==> config.mk <==
export PLATFORM = sky130hd
export DESIGN_NAME = seven_segment_scanner
export DESIGN_NICKNAME = d
export VERILOG_FILES = /design/src/rtl/seven_segment_scanner.sv
export SDC_FILE = /design/constraint.sdc
export NUM_CORES = 1
export LEC_CHECK = 0
export ABC_AREA = 1
export ABC_CLOCK_PERIOD_IN_PS = 1500
export BUFFER_PORTS_ARGS = -buffer_cell sky130_fd_sc_hd__buf_2
export CORE_ASPECT_RATIO = 0.9
export CORE_MARGIN = 2
export CORE_UTILIZATION = 51
export DETAILED_ROUTE_END_ITERATION = 10
export PLACE_DENSITY = 0.75
export SLEW_MARGIN = 5
export SYNTH_ARGS = -nofsm -noshare
export SYNTH_HDL_FRONTEND = slang
export SYNTH_SLANG_ARGS = --single-unit
==> constraint.sdc <==
create_clock -name clk -period 1.5 [get_ports clk]
set_clock_uncertainty 0.05 [all_clocks]
set_input_delay 0.15 -clock clk [delete_from_list [all_inputs] [get_ports clk]]
set_output_delay 0.15 -clock clk [all_outputs]
set_load 0.01 [all_outputs]
==> src/rtl/seven_segment_scanner.sv <==
// Time-multiplexed 4-digit common-anode seven-segment driver with per-slot blanking.
// Optional leading-zero suppression is enabled by defining SSD_LEADING_ZERO_BLANK_EN.
module seven_segment_scanner #(
    parameter int unsigned REFRESH_DIV  = 100000,
    parameter int unsigned BLANK_CYCLES = 1000
) (
    input  logic        clk,
    input  logic        reset,
    input  logic        load,
    input  logic [15:0] value,
    input  logic [3:0]  dp_mask,
    output logic [3:0]  an,
    output logic [6:0]  seg,
    output logic        dp
);

    localparam int unsigned CntW = (REFRESH_DIV > 1) ? $clog2(REFRESH_DIV) : 1;

    typedef enum logic {StBlank, StShow} state_e;

    localparam state_e StReset = (BLANK_CYCLES == 0) ? StShow : StBlank;

    logic [CntW-1:0] cnt_q, cnt_d;
    logic [1:0]      idx_q, idx_d;
    state_e          state_q, state_d;
    logic [15:0]     buf_val_q;
    logic [3:0]      buf_dp_q;
    logic [3:0]      an_q, an_d;
    logic [6:0]      seg_q, seg_d;
    logic            dp_q, dp_d;
    logic            wrap;
    logic [3:0]      nibble;
    logic            suppress;

    function automatic logic [6:0] hex_to_seg(input logic [3:0] nib);
        logic [6:0] s;
        unique case (nib)
            4'h0: s = 7'b1000000;
            4'h1: s = 7'b1111001;
            4'h2: s = 7'b0100100;
            4'h3: s = 7'b0110000;
            4'h4: s = 7'b0011001;
            4'h5: s = 7'b0010010;
            4'h6: s = 7'b0000010;
            4'h7: s = 7'b1111000;
            4'h8: s = 7'b0000000;
            4'h9: s = 7'b0010000;
            4'hA: s = 7'b0001000;
            4'hB: s = 7'b0000011;
            4'hC: s = 7'b1000110;
            4'hD: s = 7'b0100001;
            4'hE: s = 7'b0000110;
            4'hF: s = 7'b0001110;
            default: s = 7'b1111111;
        endcase
        return s;
    endfunction

    // Next-state: slot counter, digit index and scan state track each other.
    always_comb begin
        wrap    = (cnt_q == CntW'(REFRESH_DIV - 1));
        cnt_d   = wrap ? '0 : cnt_q + CntW'(1);
        idx_d   = wrap ? idx_q + 2'd1 : idx_q;
        state_d = ((BLANK_CYCLES != 0) && (cnt_d < CntW'(BLANK_CYCLES))) ? StBlank : StShow;
    end

    always_comb begin
        nibble = buf_val_q[{idx_q, 2'b00} +: 4];
`ifdef SSD_LEADING_ZERO_BLANK_EN
        unique case (idx_q)
            2'd3:    suppress = (buf_val_q[15:12] == 4'h0);
            2'd2:    suppress = (buf_val_q[15:8] == 8'h00);
            2'd1:    suppress = (buf_val_q[15:4] == 12'h000);
            default: suppress = 1'b0;
        endcase
`else
        suppress = 1'b0;
`endif
    end

    // Outputs are computed from the current scan position and registered.
    always_comb begin
        an_d  = 4'b1111;
        seg_d = 7'h7F;
        dp_d  = 1'b1;
        if (state_q == StShow && !suppress) begin
            an_d[idx_q] = 1'b0;
            seg_d       = hex_to_seg(nibble);
            dp_d        = ~buf_dp_q[idx_q];
        end
    end

    always_ff @(posedge clk) begin
        if (reset) begin
            cnt_q     <= '0;
            idx_q     <= 2'd0;
            state_q   <= StReset;
            buf_val_q <= 16'h0000;
            buf_dp_q  <= 4'h0;
            an_q      <= 4'b1111;
            seg_q     <= 7'h7F;
            dp_q      <= 1'b1;
        end else begin
            cnt_q   <= cnt_d;
            idx_q   <= idx_d;
            state_q <= state_d;
            an_q    <= an_d;
            seg_q   <= seg_d;
            dp_q    <= dp_d;
            if (load) begin
                buf_val_q <= value;
                buf_dp_q  <= dp_mask;
            end
        end
    end

    assign an  = an_q;
    assign seg = seg_q;
    assign dp  = dp_q;

endmodule

==> results.txt, run 1 <==
The run finished, with violations left. The checks that failed: setup timing. The logs give 52.66% for the starting utilization of the core area and 0 for the number of routed nets with antenna violations.

Data arrives at the worst endpoint at 1.70 ns. The root buffer cell chosen for the clock tree is sky130_fd_sc_hd__clkbuf_8. The cell that appears most often on the critical path is sky130_fd_sc_hd__nand2_1.

The worst setup path is launched from a register. The largest net degree at the start of global routing is 23. The number of nets handed over by synthesis was 405.

The min-delay analysis places its worst path in the category in -> reg. The slowest stage of the critical path belongs to the cell sky130_fd_sc_hd__dfxtp_2. For this design the top-level I/O count stands at 35.

Global-route usage over all layers: 21.67%. For this run, the slowest stage of the critical path takes 0.34 ns. The logs give 2245 for the number of global-route vias before repair and 1059 µm² for the sequential standard cell area. The logs give 2 for the number of H-tree levels and 4 for the number of search-and-repair iterations in the first detailed-routing pass. The die covers 5541 µm². Across all hold checks on the routed design, the worst slack comes to 0.007708 ns. Via total after detailed routing: 2558. The worst path needs 1.515 ns of the cycle, external delays included. The number of remaining DRC errors came out at 0. For the number of violations reported at the end of detailed-routing iteration 0, the log shows 189.

The max-slew violation count was 0. The register bit count reported by yosys was 52; the antenna diode count was 0. The signed area change from the synthesized netlist to the final layout is 34.62%, and the headroom to the max-slew limit is 59.69%.

Setup repair after global routing could not meet its margin everywhere. The first global-routing pass estimated 9811 µm of wire. In this run, post-CTS hold repair placed 0 buffers.

The utilization of the core after routing is 70.89%. The worst-case clock buffer depth came out at 2. The floorplan has 24 rows. The logs give 0 for the max-cap check violation count and 41.15% for the sequential element share of the synthesized area. The mean area per synthesized cell was 6.819 µm²; the period utilization was 101.0%. The synthesized netlist contains 25 unique library cells. Before CTS, the worst setup slack after placement is -0.07784 ns. The tools report the critical path endpoint category as a register.

The chip height is 70.82 µm, and the fmax is 0.6602 GHz. Port buffering added 34 buffers. The tools report the final cell count without fillers as 501.

Overall power consumption after layout is estimated at 2.618 mW. Summed over all cells, the static leakage comes to 1.458 nW. The initial antenna violation count was 0.

The total area inside the core boundary comes to 4805 µm². The average via count per standard cell was 5.106; the maximum fanout along the worst path was 5. The run gives 0.31 ns as the clock insertion delay at the later pin of the skew report. Walking the worst path, the cells encountered are buf_4 > nand2_2 > nor2_4 > nand2_4 > inv_2 > nand2_1 > nand2_1 > nand2_1 > nand3_1 > nor2_1 > a21oi_1. The total number of yosys warnings is 0. The cell type group with the largest total delay on the critical path was simple AND/OR/NAND/NOR gates.

The filler cells instantiated in the layout total 393. The horizontal extent of the die works out to 78.24 µm. After detailed placement, the design holds a cell count of 483. The routed wire length per instance was 12.65 µm; the area of combinational cells with multiple inputs was 1562 µm². The tools report the total of endpoints with negative setup slack in the final report as 2. Number of buffers and inverters on the critical path: 2. The type of the setup path with the least slack was reg -> reg.

The total overflow left after global routing is 0. Clock tree synthesis inserted a total of 5 buffers. The total number of nets in the final design was 469; the weighted congestion reported at the end of routability-driven placement was 0.9189. Final worst-path setup slack: -0.01464 ns. TritonCTS built the clock tree. For the cell count after synthesis, the log shows 371. The share of final-layout standard cells stronger than drive strength 1 came out at 33.03%. After clock tree synthesis, the clock-pin slew on the worst setup and hold paths is 0.09 ns. For the worst setup path, the data required time is 1.69 ns. VDD sags by at most 0.6141 mV.

In this run the power density over the cells is 768.8 nW/µm². The tools report the wire length reported by the detailed router as 6337 µm. The count of final hold-check violations was 0; the post-synthesis instance area was 2530 µm².

For the pin with the worst max-slew slack, the measured transition is 0.6039 ns. The clock sink count was 52; the total half-perimeter wirelength after legalization and detailed placement was 4149 µm.
-- cell usage in the layout, fill, tap and decap left out, types with 3 or more instances in the layout --
| cell | count |
|---|---|
| sky130_fd_sc_hd__nand2_4 | 5 |
| sky130_fd_sc_hd__ha_1 | 4 |
| sky130_fd_sc_hd__nand3_2 | 8 |
| sky130_fd_sc_hd__clkbuf_8 | 6 |
| sky130_fd_sc_hd__inv_2 | 4 |
| sky130_fd_sc_hd__nor2_2 | 5 |
| sky130_fd_sc_hd__o21ai_2 | 4 |
| sky130_fd_sc_hd__nand2_1 | 75 |
| sky130_fd_sc_hd__nand3_1 | 15 |
| sky130_fd_sc_hd__nor2_4 | 3 |
| sky130_fd_sc_hd__buf_4 | 27 |
| sky130_fd_sc_hd__o21ai_1 | 4 |
| sky130_fd_sc_hd__a21oi_1 | 7 |
| sky130_fd_sc_hd__nand4_1 | 6 |
| sky130_fd_sc_hd__nand2_2 | 11 |
| sky130_fd_sc_hd__dfxtp_2 | 8 |
| sky130_fd_sc_hd__buf_2 | 34 |
| sky130_fd_sc_hd__dfxtp_1 | 42 |
| sky130_fd_sc_hd__o21ai_0 | 24 |
| sky130_fd_sc_hd__a21oi_2 | 3 |
| sky130_fd_sc_hd__o211ai_1 | 3 |
| sky130_fd_sc_hd__nor2_1 | 78 |
| sky130_fd_sc_hd__ha_4 | 7 |
| sky130_fd_sc_hd__inv_1 | 27 |
| sky130_fd_sc_hd__buf_6 | 5 |
-- final timing paths --
path / from / slack, ns / cells past startpoint / end
max reg2reg: cnt_q[2]$_SDFF_PP0_ / -0.01 / 11 / state_q$_SDFF_PP0_
max: cnt_q[2]$_SDFF_PP0_ / -0.01 / 11 / state_q$_SDFF_PP0_
min: value[8] / 0.008 / 3 / buf_val_q[8]$_SDFFE_PP0P_
min reg2reg: buf_dp_q[2]$_SDFFE_PP0P_ / 0.42 / 2 / buf_dp_q[2]$_SDFFE_PP0P_
-- registers in the layout, indices dropped and copies added (netlist names) --
signal,flops
an,4
dp,1
cnt_q,17
buf_val_q,16
seg,7
buf_dp_q,4
idx_q,2
state_q,1
-- Yosys cell counts --
cell / instances / area share [%]
sky130_fd_sc_hd__a31oi_1: 1 / 0.25
sky130_fd_sc_hd__dfxtp_1: 52 / 41
sky130_fd_sc_hd__a21oi_1: 10 / 2.0
sky130_fd_sc_hd__nand2_4: 1 / 0.45
sky130_fd_sc_hd__nor2_4: 2 / 0.89
sky130_fd_sc_hd__nor3_1: 2 / 0.40
sky130_fd_sc_hd__nand2_1: 86 / 13
sky130_fd_sc_hd__o21bai_1: 2 / 0.59
sky130_fd_sc_hd__and2_1: 2 / 0.49
sky130_fd_sc_hd__nand3_1: 24 / 4.7
sky130_fd_sc_hd__nand4_1: 6 / 1.5
sky130_fd_sc_hd__nor2_2: 3 / 0.74
sky130_fd_sc_hd__xor2_1: 1 / 0.35
sky130_fd_sc_hd__o21ai_0: 30 / 5.9
sky130_fd_sc_hd__inv_2: 5 / 0.74
sky130_fd_sc_hd__buf_4: 3 / 0.89
sky130_fd_sc_hd__o21ai_1: 2 / 0.40
sky130_fd_sc_hd__o211ai_1: 3 / 0.89
sky130_fd_sc_hd__nor2_1: 81 / 12
sky130_fd_sc_hd__clkinv_1: 1 / 0.15
sky130_fd_sc_hd__nand2_2: 4 / 0.99
sky130_fd_sc_hd__inv_1: 31 / 4.6
sky130_fd_sc_hd__a32oi_2: 1 / 0.64
sky130_fd_sc_hd__ha_1: 11 / 5.4
sky130_fd_sc_hd__clkbuf_1: 7 / 1.0
-- timing repair --
item / CTS / global route
endpoints found under the setup margin: 7 / 19
cloned: 0 / 0
pin swaps: 4 / 17
buffers inserted: 1 / 9
resized for setup: 14 / 71
-- metrics by stage --
step	TNS (ns)	instance area, µm²
2_1_floorplan	-0.01083	2540
3_3_place_gp	-0.1593	2912
3_5_place_dp	-0.3218	2912
4_1_cts	-0.005384	3045
5_1_grt	-0.3079	3406
6_report	-0.01758	3406
-- cell type report --
| cell class | instances | area share [%] |
|---|---|---|
| inverter | 37 | 4.739 |
| clock buffer | 7 | 2.535 |
| clock inverter | 1 | 0.2204 |
| timing repair buffer | 67 | 13.19 |
| sequential | 52 | 31.08 |
| tap | 65 | 2.388 |
| multi-input combinational | 272 | 45.85 |
-- cell families (layout without fill, tap and decap cells) --
kind of cell,count (synthesis),after routing,share of synthesized area (%)
AND/OR/NAND/NOR,211,211,34.97
flip-flops,52,52,41.15
AO/OA/AOI/OAI,49,49,10.68
buffers and inverters,47,112,7.418
adder cells (fa/ha/maj),11,11,5.440
XOR/XNOR,1,1,0.3463
-- layer usage --
metal / vias to the layer above / wire length (µm) / global-route usage [%]
met5: - / 0 / 0
met4: 0 / 125 / 7.602
met3: 17 / 330 / 3.571
met2: 77 / 3014 / 35.06
met1: 1159 / 2866 / 29.61
li1: 1305 / - / -
-- power breakdown --
| part | switching, mW | internal (mW) |
|---|---|---|
| clock network | 0.462 | 0.376 |
| logic | 0.188 | 0.147 |
| registers | 0.0244 | 1.42 |
| total | 0.674 | 1.94 |
-- worst min-delay path, delay by kind of cell --
kind          cells  cell delay [ns]
buf+inv           1             0.07
simple gates      2             0.11
No activity file was read; power rests on OpenSTA's default activity.
==> run 2, diff against run 1 <==
CORE_UTILIZATION = 53   (was 51)
CTS_BUF_LIST = sky130_fd_sc_hd__clkbuf_8   (was default)
PLACE_DENSITY = 0.77   (was 0.75)
==> results.txt, run 2 (synthesis results as in run 1) <==
The total of endpoints with negative setup slack in the final report was 0 (was 2); the measured slew at the worst slew-check pin was 0.2922 ns (was 0.6039 ns). The run gives 3316 µm² (was 3406 µm²) as the area of all placed cells without fillers. The horizontal extent of the die was 76.83 µm (was 78.24 µm).

Wire length reported by the detailed router: 6127 µm (was 6337 µm). Commonest cells after routing, fill and taps aside: sky130_fd_sc_hd__nand2_1, sky130_fd_sc_hd__nor2_1, sky130_fd_sc_hd__dfxtp_1, sky130_fd_sc_hd__buf_2, sky130_fd_sc_hd__inv_1 (was sky130_fd_sc_hd__nor2_1, sky130_fd_sc_hd__nand2_1, sky130_fd_sc_hd__dfxtp_1, sky130_fd_sc_hd__buf_2). The weighted congestion reported at the end of routability-driven placement was 0.9103 (was 0.9189). The average via count per standard cell came out at 5.228 (was 5.106). The initial antenna violation count came out at 0 (unchanged). For the die area, the log shows 5343 µm² (was 5541 µm²).

The signed area change from the synthesized netlist to the final layout works out to 31.06% (was 34.62%). The path depth of the worst reg2reg path is 12 (was 11), and the total of fill cells in the finished design is 350 (was 393). The total leakage power is 1.453 nW (was 1.458 nW).

For the first-pass GRT wire length, the log shows 9708 µm (was 9811 µm). The total half-perimeter wirelength after legalization and detailed placement was 4163 µm (was 4149 µm). The utilization of the core after routing is 73.39% (was 70.89%), and the final cell count without fillers is 492 (was 501). The fmax is 0.6748 GHz (was 0.6602 GHz), and the max-cap check violation count is 0 (unchanged).

The run gives 0 (unchanged) as the number of routed nets with antenna violations. The number of global-route vias before repair was 2218 (was 2245). The run gives 2 (unchanged) as the number of H-tree levels. The tools report the headroom to the max-slew limit as 80.50% (was 59.69%). The startpoint type of the worst setup path was a register (unchanged). The via total after detailed routing is 2572 (was 2558). The count of input and output buffers was 34 (unchanged). The largest vdd supply drop came out at 0.6227 mV (was 0.6141 mV). The share of final-layout standard cells stronger than drive strength 1 was 30.70% (was 33.03%); the number of flip-flops in the largest register was 17 (unchanged). The tools report the relative contribution of combinational cells to total power as 11.0% (was 12.8%). The starting utilization of the core area is 56.00% (was 52.66%), and the number of violations reported at the end of detailed-routing iteration 0 is 156 (was 189).

The run gives 0.6590 mW (was 0.6742 mW) as the net switching component of the power. The start point of the critical path was cnt_q[1]$_SDFF_PP0_ (was cnt_q[2]$_SDFF_PP0_). TritonCTS built the clock tree. The number of remaining DRC errors came out at 0 (unchanged). The run gives 463 (was 469) as the total number of nets in the final design.

The area of combinational cells with multiple inputs is 1510 µm² (was 1562 µm²), and the clock insertion delay at the later pin of the skew report is 0.31 ns (about the same). The register containing the most flip-flops in the final layout is cnt_q (unchanged). The I/O pin total was 35 (unchanged). The worst min-delay path category is in -> reg (unchanged). The clock sink count was 52 (unchanged); the clock-pin slew of the registers on the worst-case setup and hold paths was 0.10 ns (was 0.09 ns). The endpoint of the worst-slack reg-to-reg timing path is state_q$_SDFF_PP0_ (unchanged). The routed wire length per instance was 12.45 µm (was 12.65 µm). The final critical-path required period is 1.482 ns (was 1.515 ns).

The startpoint of the worst hold path is value[13] (was value[8]). The period utilization was 98.80% (was 101.0%); the critical path required time was 1.69 ns (about the same). Antenna diode count: 0 (unchanged).

Floorplan row count: 23 (was 24). The tools report the start of the worst register-to-register path as cnt_q[1]$_SDFF_PP0_ (was cnt_q[2]$_SDFF_PP0_). The critical path endpoint category was a register (unchanged). The run gives 0.02 ns (was -0.01 ns) as the worst reg-to-reg setup slack. The number of search-and-repair iterations in the first detailed-routing pass was 5 (was 4); the number of buffers created by CTS was 5 (unchanged). The tools report the internal power component as 2.042 mW (was 1.944 mW). The tools report the worst setup path endpoint as state_q$_SDFF_PP0_ (unchanged). The logs give 2 (unchanged) for the worst-case clock buffer depth and 35.2% (was 32.0%) for the part of the power in the clock network.

The arrival time reported for the critical path endpoint was 1.67 ns (was 1.70 ns); the core area was 4518 µm² (was 4805 µm²). For the final total negative setup slack, the log shows 0 ns (was -0.01758 ns). Sequential standard cell area: 1056 µm² (was 1059 µm²).

The post-placement cell area was 2928 µm² (was 2912 µm²); the maximum fanout along the worst path was 3 (was 5). The type of the setup path with the least slack is reg -> reg (unchanged). Setup repair after global routing could not meet its margin everywhere. The switching fraction of total power was 24.40% (was 25.75%); the power per cell area was 814.7 nW/µm² (was 768.8 nW/µm²). Largest net degree at the start of global routing: 23 (unchanged). The share of total power in sequential cells came out at 53.7% (was 55.2%). The flow ran to the end, and the final reports show no timing, DRC or antenna violations. The global-route usage over all layers was 22.21% (was 21.67%). The root buffer cell was sky130_fd_sc_hd__clkbuf_8 (unchanged).

The total global routing overflow came out at 0 (unchanged). The placed instance count was 481 (was 483); the chip height was 69.55 µm (was 70.82 µm). For the count of final hold-check violations, the log shows 0 (unchanged). The max-slew violation count is 0 (unchanged).
run 2: cell types whose count changed in the layout (fill, tap and decap cells not counted), moves of 2 or more:
cell,change
sky130_fd_sc_hd__a21oi_1,+2
sky130_fd_sc_hd__a21oi_2,-2
sky130_fd_sc_hd__buf_4,-6
sky130_fd_sc_hd__inv_2,+3
sky130_fd_sc_hd__nand2_2,-2
sky130_fd_sc_hd__nor2_1,-2
sky130_fd_sc_hd__nor2_2,+2
sky130_fd_sc_hd__o21ai_1,+3
sky130_fd_sc_hd__o21ai_2,-4
run 2: how the worst min path moves through the flow:
stage	to	slack, ns	cells after the start
floorplan	cnt_q[8]$_SDFF_PP0_	0.17	1
global placement	buf_val_q[4]$_SDFFE_PP0P_	0.32	3
detailed placement	buf_val_q[3]$_SDFFE_PP0P_	0.32	3
CTS	buf_val_q[3]$_SDFFE_PP0P_	0.009	3
global route	buf_dp_q[0]$_SDFFE_PP0P_	0.01	3
finish	buf_val_q[13]$_SDFFE_PP0P_	0.004	3
run 2: what timing repair did:
action,CTS,global route
hold buffers,0,0
setup endpoints to repair,5,19
gates resized for setup,13,57
setup buffers,0,3
pin swaps,4,14
run 2: final cells by class:
| cell class | count | share of cell area [%] |
|---|---|---|
| Timing Repair Buffer | 61 | 12.45 |
| Inverter | 37 | 4.566 |
| Tap cell | 62 | 2.340 |
| Clock buffer | 5 | 2.075 |
| Multi-Input combinational cell | 272 | 45.55 |
| Clock inverter | 3 | 1.170 |
| Sequential cell | 52 | 31.85 |
run 2: critical path, stage by stage, from the launching register on:
cell and delay (ns):
sky130_fd_sc_hd__dfxtp_2 0.36, sky130_fd_sc_hd__ha_4 0.16, sky130_fd_sc_hd__nand2_4 0.06, sky130_fd_sc_hd__nor2_4 0.12, sky130_fd_sc_hd__buf_4 0.12, sky130_fd_sc_hd__nand2_1 0.04, sky130_fd_sc_hd__nand2_1 0.05, sky130_fd_sc_hd__nand2_1 0.06
sky130_fd_sc_hd__nor2_1 0.08, sky130_fd_sc_hd__nand2_1 0.06, sky130_fd_sc_hd__nor2_1 0.08, sky130_fd_sc_hd__nor2_1 0.05, sky130_fd_sc_hd__a21oi_1 0.11
run 2: stage by stage:
stage          total power, mW  hold WS (ns)  worst slack (ns)
3_3_place_gp             1.697        0.3206         -0.007708
4_1_cts                  2.637      0.009075          0.005414
2_1_floorplan            1.615        0.1691         -0.005524
6_report                 2.701      0.004086           0.01802
3_5_place_dp             1.705        0.3242          -0.04573
5_1_grt                  2.797       0.01478           -0.1335
run 2: layer usage:
layer  up-vias  global-route usage, %  share of wire, %  routed length, µm
met3        14                  4.297               5.7                352
met1      1171                  30.93                46               2833
met4         0                  6.869               1.7                106
li1       1293                      -                 -                  -
met5         -                      0                 0                  0
met2        94                  34.89                46               2835
run 2: power by group through the flow:
stage	Sequential, mW	Clock [mW]	Combinational [mW]
final	1.45	0.952	0.298
after global routing	1.46	1.01	0.332
after CTS	1.45	0.955	0.233
after detailed placement	1.48	0	0.227
after global placement	1.48	0	0.220
after floorplan	1.47	0	0.142
